File: src/rtl/fetch_controller_if.sv
// Control bundle between the hazard/branch logic and the fetch controller.
// The controller side uses the slave modport; the requester/observer side uses master.
interface fetch_controller_if #(
  parameter int DATA_WIDTH = 32
);
  logic                  stall_req_i;
  logic                  redirect_i;
  logic [DATA_WIDTH-1:0] redirect_addr_i;
  logic                  halt_i;

  logic                  pc_en_o;
  logic                  PCSrc_o;
  logic [DATA_WIDTH-1:0] branch_target_addr_o;
  logic                  IF_ID_write_o;
  logic                  IF_ID_flush_o;
  logic                  ID_EX_flush_o;
  logic                  fetch_valid_o;
  logic                  halted_o;
  logic [DATA_WIDTH-1:0] fetch_count_o;

  // Debug visibility: FSM state (0=BOOT, 1=RUN, 2=HALT) and pending-redirect flag.
  logic [1:0]            state_o;
  logic                  pend_vld_o;

  // Requests are levels sampled every cycle; there is no ready/backpressure.
  // Outputs respond combinationally in the same cycle the request is seen.
  modport master (
    output stall_req_i, redirect_i, redirect_addr_i, halt_i,
    input  pc_en_o, PCSrc_o, branch_target_addr_o, IF_ID_write_o, IF_ID_flush_o,
           ID_EX_flush_o, fetch_valid_o, halted_o, fetch_count_o, state_o, pend_vld_o
  );

  modport slave (
    input  stall_req_i, redirect_i, redirect_addr_i, halt_i,
    output pc_en_o, PCSrc_o, branch_target_addr_o, IF_ID_write_o, IF_ID_flush_o,
           ID_EX_flush_o, fetch_valid_o, halted_o, fetch_count_o, state_o, pend_vld_o
  );
endinterface

File: src/rtl/fetch_controller.sv
// Fetch-stage sequencer: boot hold, redirects, load-use stalls and halt with
// a held redirect that is replayed when the halt releases.
module fetch_controller #(
  parameter int DATA_WIDTH = 32,
  parameter int BOOT_DELAY = 4
) (
  input  logic                clk,
  input  logic                rst_n,
  fetch_controller_if.slave   bus
);

  typedef enum logic [1:0] {
    ST_BOOT = 2'd0,
    ST_RUN  = 2'd1,
    ST_HALT = 2'd2
  } state_e;

  localparam int CW = (BOOT_DELAY > 2) ? $clog2(BOOT_DELAY) : 1;
  localparam logic [CW-1:0] BOOT_LAST = CW'((BOOT_DELAY > 0) ? BOOT_DELAY - 1 : 0);
  localparam state_e RESET_STATE = (BOOT_DELAY == 0) ? ST_RUN : ST_BOOT;

  state_e                state_q, state_d;
  logic [CW-1:0]         boot_cnt_q, boot_cnt_d;
  logic                  pend_vld_q, pend_vld_d;
  logic [DATA_WIDTH-1:0] pend_addr_q, pend_addr_d;
  logic [DATA_WIDTH-1:0] fetch_count_q, fetch_count_d;

  logic                  pc_en;
  logic                  pc_src;
  logic [DATA_WIDTH-1:0] target;
  logic                  if_id_write;
  logic                  if_id_flush;
  logic                  id_ex_flush;
  logic                  fetch_valid;
  logic                  run_cyc;

  always_comb begin
    state_d     = state_q;
    boot_cnt_d  = boot_cnt_q;
    pend_vld_d  = pend_vld_q;
    pend_addr_d = pend_addr_q;
    pc_en       = 1'b0;
    pc_src      = 1'b0;
    target      = '0;
    if_id_write = 1'b0;
    if_id_flush = 1'b0;
    id_ex_flush = 1'b0;
    run_cyc     = 1'b0;

    unique case (state_q)
      ST_BOOT: begin
        if_id_flush = 1'b1;
        id_ex_flush = 1'b1;
        if (boot_cnt_q == BOOT_LAST) begin
          state_d    = ST_RUN;
          boot_cnt_d = '0;
        end else begin
          boot_cnt_d = boot_cnt_q + 1'b1;
        end
      end
      ST_RUN: run_cyc = 1'b1;
      ST_HALT: begin
        if (bus.halt_i) begin
          // Held redirects flush the pipe now; only the latest target is kept.
          if (bus.redirect_i) begin
            if_id_flush = 1'b1;
            id_ex_flush = 1'b1;
            pend_vld_d  = 1'b1;
            pend_addr_d = bus.redirect_addr_i;
          end
        end else begin
          // Release cycle behaves exactly like RUN without a halt request.
          state_d = ST_RUN;
          run_cyc = 1'b1;
        end
      end
      default: state_d = RESET_STATE;
    endcase

    if (run_cyc) begin
      if (bus.redirect_i) begin
        pc_en       = 1'b1;
        pc_src      = 1'b1;
        target      = bus.redirect_addr_i;
        if_id_flush = 1'b1;
        id_ex_flush = 1'b1;
        pend_vld_d  = 1'b0;
        if (bus.halt_i) state_d = ST_HALT;
      end else if (bus.halt_i) begin
        state_d = ST_HALT;
      end else if (pend_vld_q) begin
        pc_en       = 1'b1;
        pc_src      = 1'b1;
        target      = pend_addr_q;
        if_id_flush = 1'b1;
        pend_vld_d  = 1'b0;
      end else if (bus.stall_req_i) begin
        id_ex_flush = 1'b1;
      end else begin
        pc_en       = 1'b1;
        if_id_write = 1'b1;
      end
    end

    fetch_valid   = pc_en & if_id_write & ~if_id_flush;
    fetch_count_d = fetch_count_q;
    if (fetch_valid) fetch_count_d = fetch_count_q + 1'b1;
  end

  always_ff @(posedge clk or negedge rst_n) begin
    if (!rst_n) begin
      state_q       <= RESET_STATE;
      boot_cnt_q    <= '0;
      pend_vld_q    <= 1'b0;
      pend_addr_q   <= '0;
      fetch_count_q <= '0;
    end else begin
      state_q       <= state_d;
      boot_cnt_q    <= boot_cnt_d;
      pend_vld_q    <= pend_vld_d;
      pend_addr_q   <= pend_addr_d;
      fetch_count_q <= fetch_count_d;
    end
  end

  assign bus.pc_en_o              = pc_en;
  assign bus.PCSrc_o              = pc_src;
  assign bus.branch_target_addr_o = target;
  assign bus.IF_ID_write_o        = if_id_write;
  assign bus.IF_ID_flush_o        = if_id_flush;
  assign bus.ID_EX_flush_o        = id_ex_flush;
  assign bus.fetch_valid_o        = fetch_valid;
  assign bus.halted_o             = (state_q == ST_HALT);
  assign bus.fetch_count_o        = fetch_count_q;
  assign bus.state_o              = state_q;
  assign bus.pend_vld_o           = pend_vld_q;

endmodule

File: src/flat_wrapper.sv
// flat-port wrapper written by rule: the top's interface ports become plain ports
module fetch_controller_flat 
#(
  parameter int DATA_WIDTH = 32,
  parameter int BOOT_DELAY = 4
)
  (clk, rst_n, bus_stall_req_i, bus_redirect_i, bus_redirect_addr_i, bus_halt_i, bus_pc_en_o, bus_PCSrc_o, bus_branch_target_addr_o, bus_IF_ID_write_o, bus_IF_ID_flush_o, bus_ID_EX_flush_o, bus_fetch_valid_o, bus_halted_o, bus_fetch_count_o, bus_state_o, bus_pend_vld_o);
  fetch_controller_if #(.DATA_WIDTH(DATA_WIDTH)) bus_i ();
  input  logic clk;
  input  logic rst_n;
  input wire logic [$bits(bus_i.stall_req_i)-1:0] bus_stall_req_i;
  input wire logic [$bits(bus_i.redirect_i)-1:0] bus_redirect_i;
  input wire logic [$bits(bus_i.redirect_addr_i)-1:0] bus_redirect_addr_i;
  input wire logic [$bits(bus_i.halt_i)-1:0] bus_halt_i;
  output wire logic [$bits(bus_i.pc_en_o)-1:0] bus_pc_en_o;
  output wire logic [$bits(bus_i.PCSrc_o)-1:0] bus_PCSrc_o;
  output wire logic [$bits(bus_i.branch_target_addr_o)-1:0] bus_branch_target_addr_o;
  output wire logic [$bits(bus_i.IF_ID_write_o)-1:0] bus_IF_ID_write_o;
  output wire logic [$bits(bus_i.IF_ID_flush_o)-1:0] bus_IF_ID_flush_o;
  output wire logic [$bits(bus_i.ID_EX_flush_o)-1:0] bus_ID_EX_flush_o;
  output wire logic [$bits(bus_i.fetch_valid_o)-1:0] bus_fetch_valid_o;
  output wire logic [$bits(bus_i.halted_o)-1:0] bus_halted_o;
  output wire logic [$bits(bus_i.fetch_count_o)-1:0] bus_fetch_count_o;
  output wire logic [$bits(bus_i.state_o)-1:0] bus_state_o;
  output wire logic [$bits(bus_i.pend_vld_o)-1:0] bus_pend_vld_o;
  assign bus_i.stall_req_i = bus_stall_req_i;
  assign bus_i.redirect_i = bus_redirect_i;
  assign bus_i.redirect_addr_i = bus_redirect_addr_i;
  assign bus_i.halt_i = bus_halt_i;
  assign bus_pc_en_o = bus_i.pc_en_o;
  assign bus_PCSrc_o = bus_i.PCSrc_o;
  assign bus_branch_target_addr_o = bus_i.branch_target_addr_o;
  assign bus_IF_ID_write_o = bus_i.IF_ID_write_o;
  assign bus_IF_ID_flush_o = bus_i.IF_ID_flush_o;
  assign bus_ID_EX_flush_o = bus_i.ID_EX_flush_o;
  assign bus_fetch_valid_o = bus_i.fetch_valid_o;
  assign bus_halted_o = bus_i.halted_o;
  assign bus_fetch_count_o = bus_i.fetch_count_o;
  assign bus_state_o = bus_i.state_o;
  assign bus_pend_vld_o = bus_i.pend_vld_o;
  fetch_controller #(.DATA_WIDTH(DATA_WIDTH), .BOOT_DELAY(BOOT_DELAY)) u_core (.clk(clk), .rst_n(rst_n), .bus(bus_i));
endmodule
File: config.mk
export PLATFORM = sky130hd
export DESIGN_NAME = fetch_controller_flat
export DESIGN_NICKNAME = d
export VERILOG_FILES = /design/src/rtl/fetch_controller_if.sv /design/src/rtl/fetch_controller.sv /design/src/flat_wrapper.sv
export SDC_FILE = /design/constraint.sdc
export NUM_CORES = 1
export LEC_CHECK = 0
export BUFFER_PORTS_ARGS = -buffer_cell sky130_fd_sc_hd__buf_2
export CAP_MARGIN = 20
export CORE_UTILIZATION = 35
export DETAILED_ROUTE_END_ITERATION = 8
export PLACE_DENSITY = 0.59
export RECOVER_POWER = 25
export SETUP_SLACK_MARGIN = 0.4
export SLEW_MARGIN = 15
export SYNTH_ARGS = -nofsm -noshare
export SYNTH_HDL_FRONTEND = slang
export SYNTH_SLANG_ARGS = --single-unit
File: constraint.sdc
create_clock -name clk -period 3.8 [get_ports clk]
set_input_delay 0.57 -clock clk [delete_from_list [all_inputs] [get_ports clk]]
set_output_delay 0.57 -clock clk [all_outputs]
set_load 0.01 [all_outputs]
==> flow_summary.json <==
{
  "drive_gt1_share_pct": 37.6,
  "cts_setup_buffers": 0,
  "coreArea_mm2": 0.00986,
  "dr_total_vias": 2951,
  "nets": 487,
  "placed_cell_area_mm2": 0.00428,
  "htreeDepth": 3,
  "detail_route.first_pass.iterations": 4,
  "p_leak_nw": 2.20,
  "hold_ws_ns": 0.480,
  "cp_max_fo": 39,
  "io_pins": 111,
  "grt_first_pass_wirelength_um": 14200,
  "dp_cells": 564,
  "cts_hold_buf": 0,
  "hp-class": "register to register",
  "grt_overflow": 0,
  "rsz0062_at_grt": "no",
  "portBuffers": 110,
  "path_clk_slew_ns": 0.07,
  "slowest_stage": "dfrtp_1",
  "relSlewSlack_pct": -46.5,
  "cp.required_ns": 3.23,
  "wl_um": 8400,
  "syn_nets": 381,
  "wl_per_cell_um": 14.5,
  "finalCritPeriodShare_pct": 74.7,
  "ys.flop_type": "dfrtp_1",
  "initialDrtViolationCount": 109,
  "row_count": 36,
  "crit_chain": "inv_1 > ha_1 > nor2b_1 > o21ai_2 > buf_4 > o21ai_0 > buf_2",
  "vias_per_cell": 5.08,
  "endpoint_kind": "primary output",
  "outcome": "finished with violations",
  "dp.final_hpwl_um": 5850,
  "failed_checks": "max-capacitance violations, max-slew violations",
  "synth_edf_count": 0,
  "netlist_area_mm2": 0.00361,
  "post-route-util_pct": 45.2,
  "yosys_warnings": 0,
  "ant_nets": 0,
  "stdcell_area_mm2": 0.00446,
  "power_mw": 2.46,
  "cts_buffers": 9,
  "die_h_um": 104,
  "die_x_um": 104,
  "fmax_mhz": 352,
  "ys_seq_area_share_pct": 47.9,
  "preCtsSetupSlack_ns": 1.29,
  "first_global_vias": 2922,
  "synth_seq_cells": 69,
  "syn_area_per_cell_um2": 10.7,
  "cts-root-buf": "clkbuf_8",
  "grt_usage_pct": 16.1,
  "final-setup-viol-count": 0,
  "power_density_mw_per_mm2": 551,
  "die-area_mm2": 0.0107,
  "finalWorstSetupSlack_ns": 0.960,
  "tightest_slew_ns": 2.20,
  "antenna_found_initial": 0,
  "mostFrequentLayoutCells": "98 x buf_2, 69 x dfrtp_1, 44 x nor2_1",
  "synth_cell_type_count": 42,
  "cap_violations": 1,
  "grt_max_degree": 42,
  "worstSetupStartpointType": "register",
  "cts_sinks": 69,
  "postSynthCellCount": 336,
  "area_growth_pct": 23.6,
  "cpPeakStageDelay_ns": 0.43,
  "peakVddDrop_mv": 0.227,
  "hold_viol_final": 0,
  "place_congestion": 0.790,
  "async_reset_ff_share_pct": 100,
  "grt_util_met3_pct": 4.28,
  "tns_ns": 0,
  "skew_ns": 0.0128,
  "grt-busiest-layer": "met2",
  "clk_path_buf_depth": 2,
  "finalMaxSlewViolations": 42,
  "cp_data_arrival_time_ns": 2.27,
  "met1_usage_pct": 20.6,
  "final_cells": 581,
  "period_needed_ns": 2.84,
  "drcViolationCount": 0,
  "layout_commonest_cell": "buf_2",
  "critPathKind": "register to primary output",
  "cts-resized-gates": 0,
  "cts_tree": "yes",
  "grtUsageMet2_pct": 27.2,
  "initial_utilization_pct": 36.6,
  "clock_latency_ns": 0.34
}
-- sequential cells by signal, indices dropped and copies added (netlist names) --
register,count
u_core.bus.fetch_count_o,32
u_core.pend_addr_q,32
u_core.boot_cnt_q,2
u_core.bus.state_o,2
u_core.bus.pend_vld_o,1
-- routing by layer --
metal  vias to the layer above  share of wire [%]
li1                       1412                  -
met1                      1447                 45
met2                        89                 50
met3                         3                4.9
met4                         0               0.43
met5                         -                  0
-- cells in the mapped netlist (3+ instances only) --
cell       n  share of area (%)
nor2_1    44                4.6
xnor2_1   12                2.9
mux2_2    33                 10
and2_1     3               0.52
nand4_1   13                2.3
clkbuf_1  12                1.2
buf_1      4               0.42
nor3_1     7               0.97
o21ai_0    4               0.56
dfrtp_1   69                 48
xor2_1    19                4.6
nand3_1    8                1.1
nor4_2     6                2.1
nand2_1   17                1.8
inv_1      8               0.83
nor4_1     6                1.0
ha_1       8                2.8
a22oi_1   32                6.7
-- area by class of cell --
class / instances / area [um2]
Fill cell: 972 / 5410
Multi-Input combinational cell: 237 / 1750
Sequential cell: 69 / 1730
Timing Repair Buffer: 116 / 581
Tap cell: 133 / 166
Clock buffer: 11 / 141
Clock inverter: 5 / 50.0
Inverter: 9 / 33.8
Antenna cell: 1 / 2.50
-- final timing paths --
path                                                          start                                        to  slack [ns]  depth (start not counted)
max                                 u_core.bus.state_o[0]$_DFF_PN0_                         bus_ID_EX_flush_o        0.96                          7
min                        u_core.bus.fetch_count_o[27]$_DFFE_PN0P_  u_core.bus.fetch_count_o[27]$_DFFE_PN0P_        0.48                          1
max reg2reg                         u_core.bus.state_o[0]$_DFF_PN0_  u_core.bus.fetch_count_o[22]$_DFFE_PN0P_        1.58                          7
min reg2reg                u_core.bus.fetch_count_o[27]$_DFFE_PN0P_  u_core.bus.fetch_count_o[27]$_DFFE_PN0P_        0.48                          1
max in group asynchronous                                     rst_n  u_core.bus.fetch_count_o[12]$_DFFE_PN0P_        1.55                          2
min in group asynchronous                                     rst_n  u_core.bus.fetch_count_o[15]$_DFFE_PN0P_        0.87                          1
-- worst max-delay path: cells and delay by family, from the launching register on --
| family | cells | cell delay (ns) |
|---|---|---|
| buffers and inverters | 3 | 0.60 |
| DFF | 1 | 0.43 |
| AOI/OAI and AO/OA | 2 | 0.40 |
| adders and majority gates | 1 | 0.27 |
| and+or+nand+nor | 1 | 0.23 |
-- cell families after synthesis --
kind of cell / share of synthesized area (%)
and+or+nand+nor: 18.4
DFF: 47.9
AOI/OAI and AO/OA: 9.09
muxes: 10.6
xor gates and xnor gates: 7.53
buffers and inverters: 3.71
adders and majority gates: 2.78
-- report_power, final --
part	switching, mW	total, mW	internal [mW]
Combinational	0.437	0.811	0.374
Sequential	0.122	1.06	0.938
Clock	0.268	0.585	0.317
Note: power is estimated with default switching activity, not from simulation.
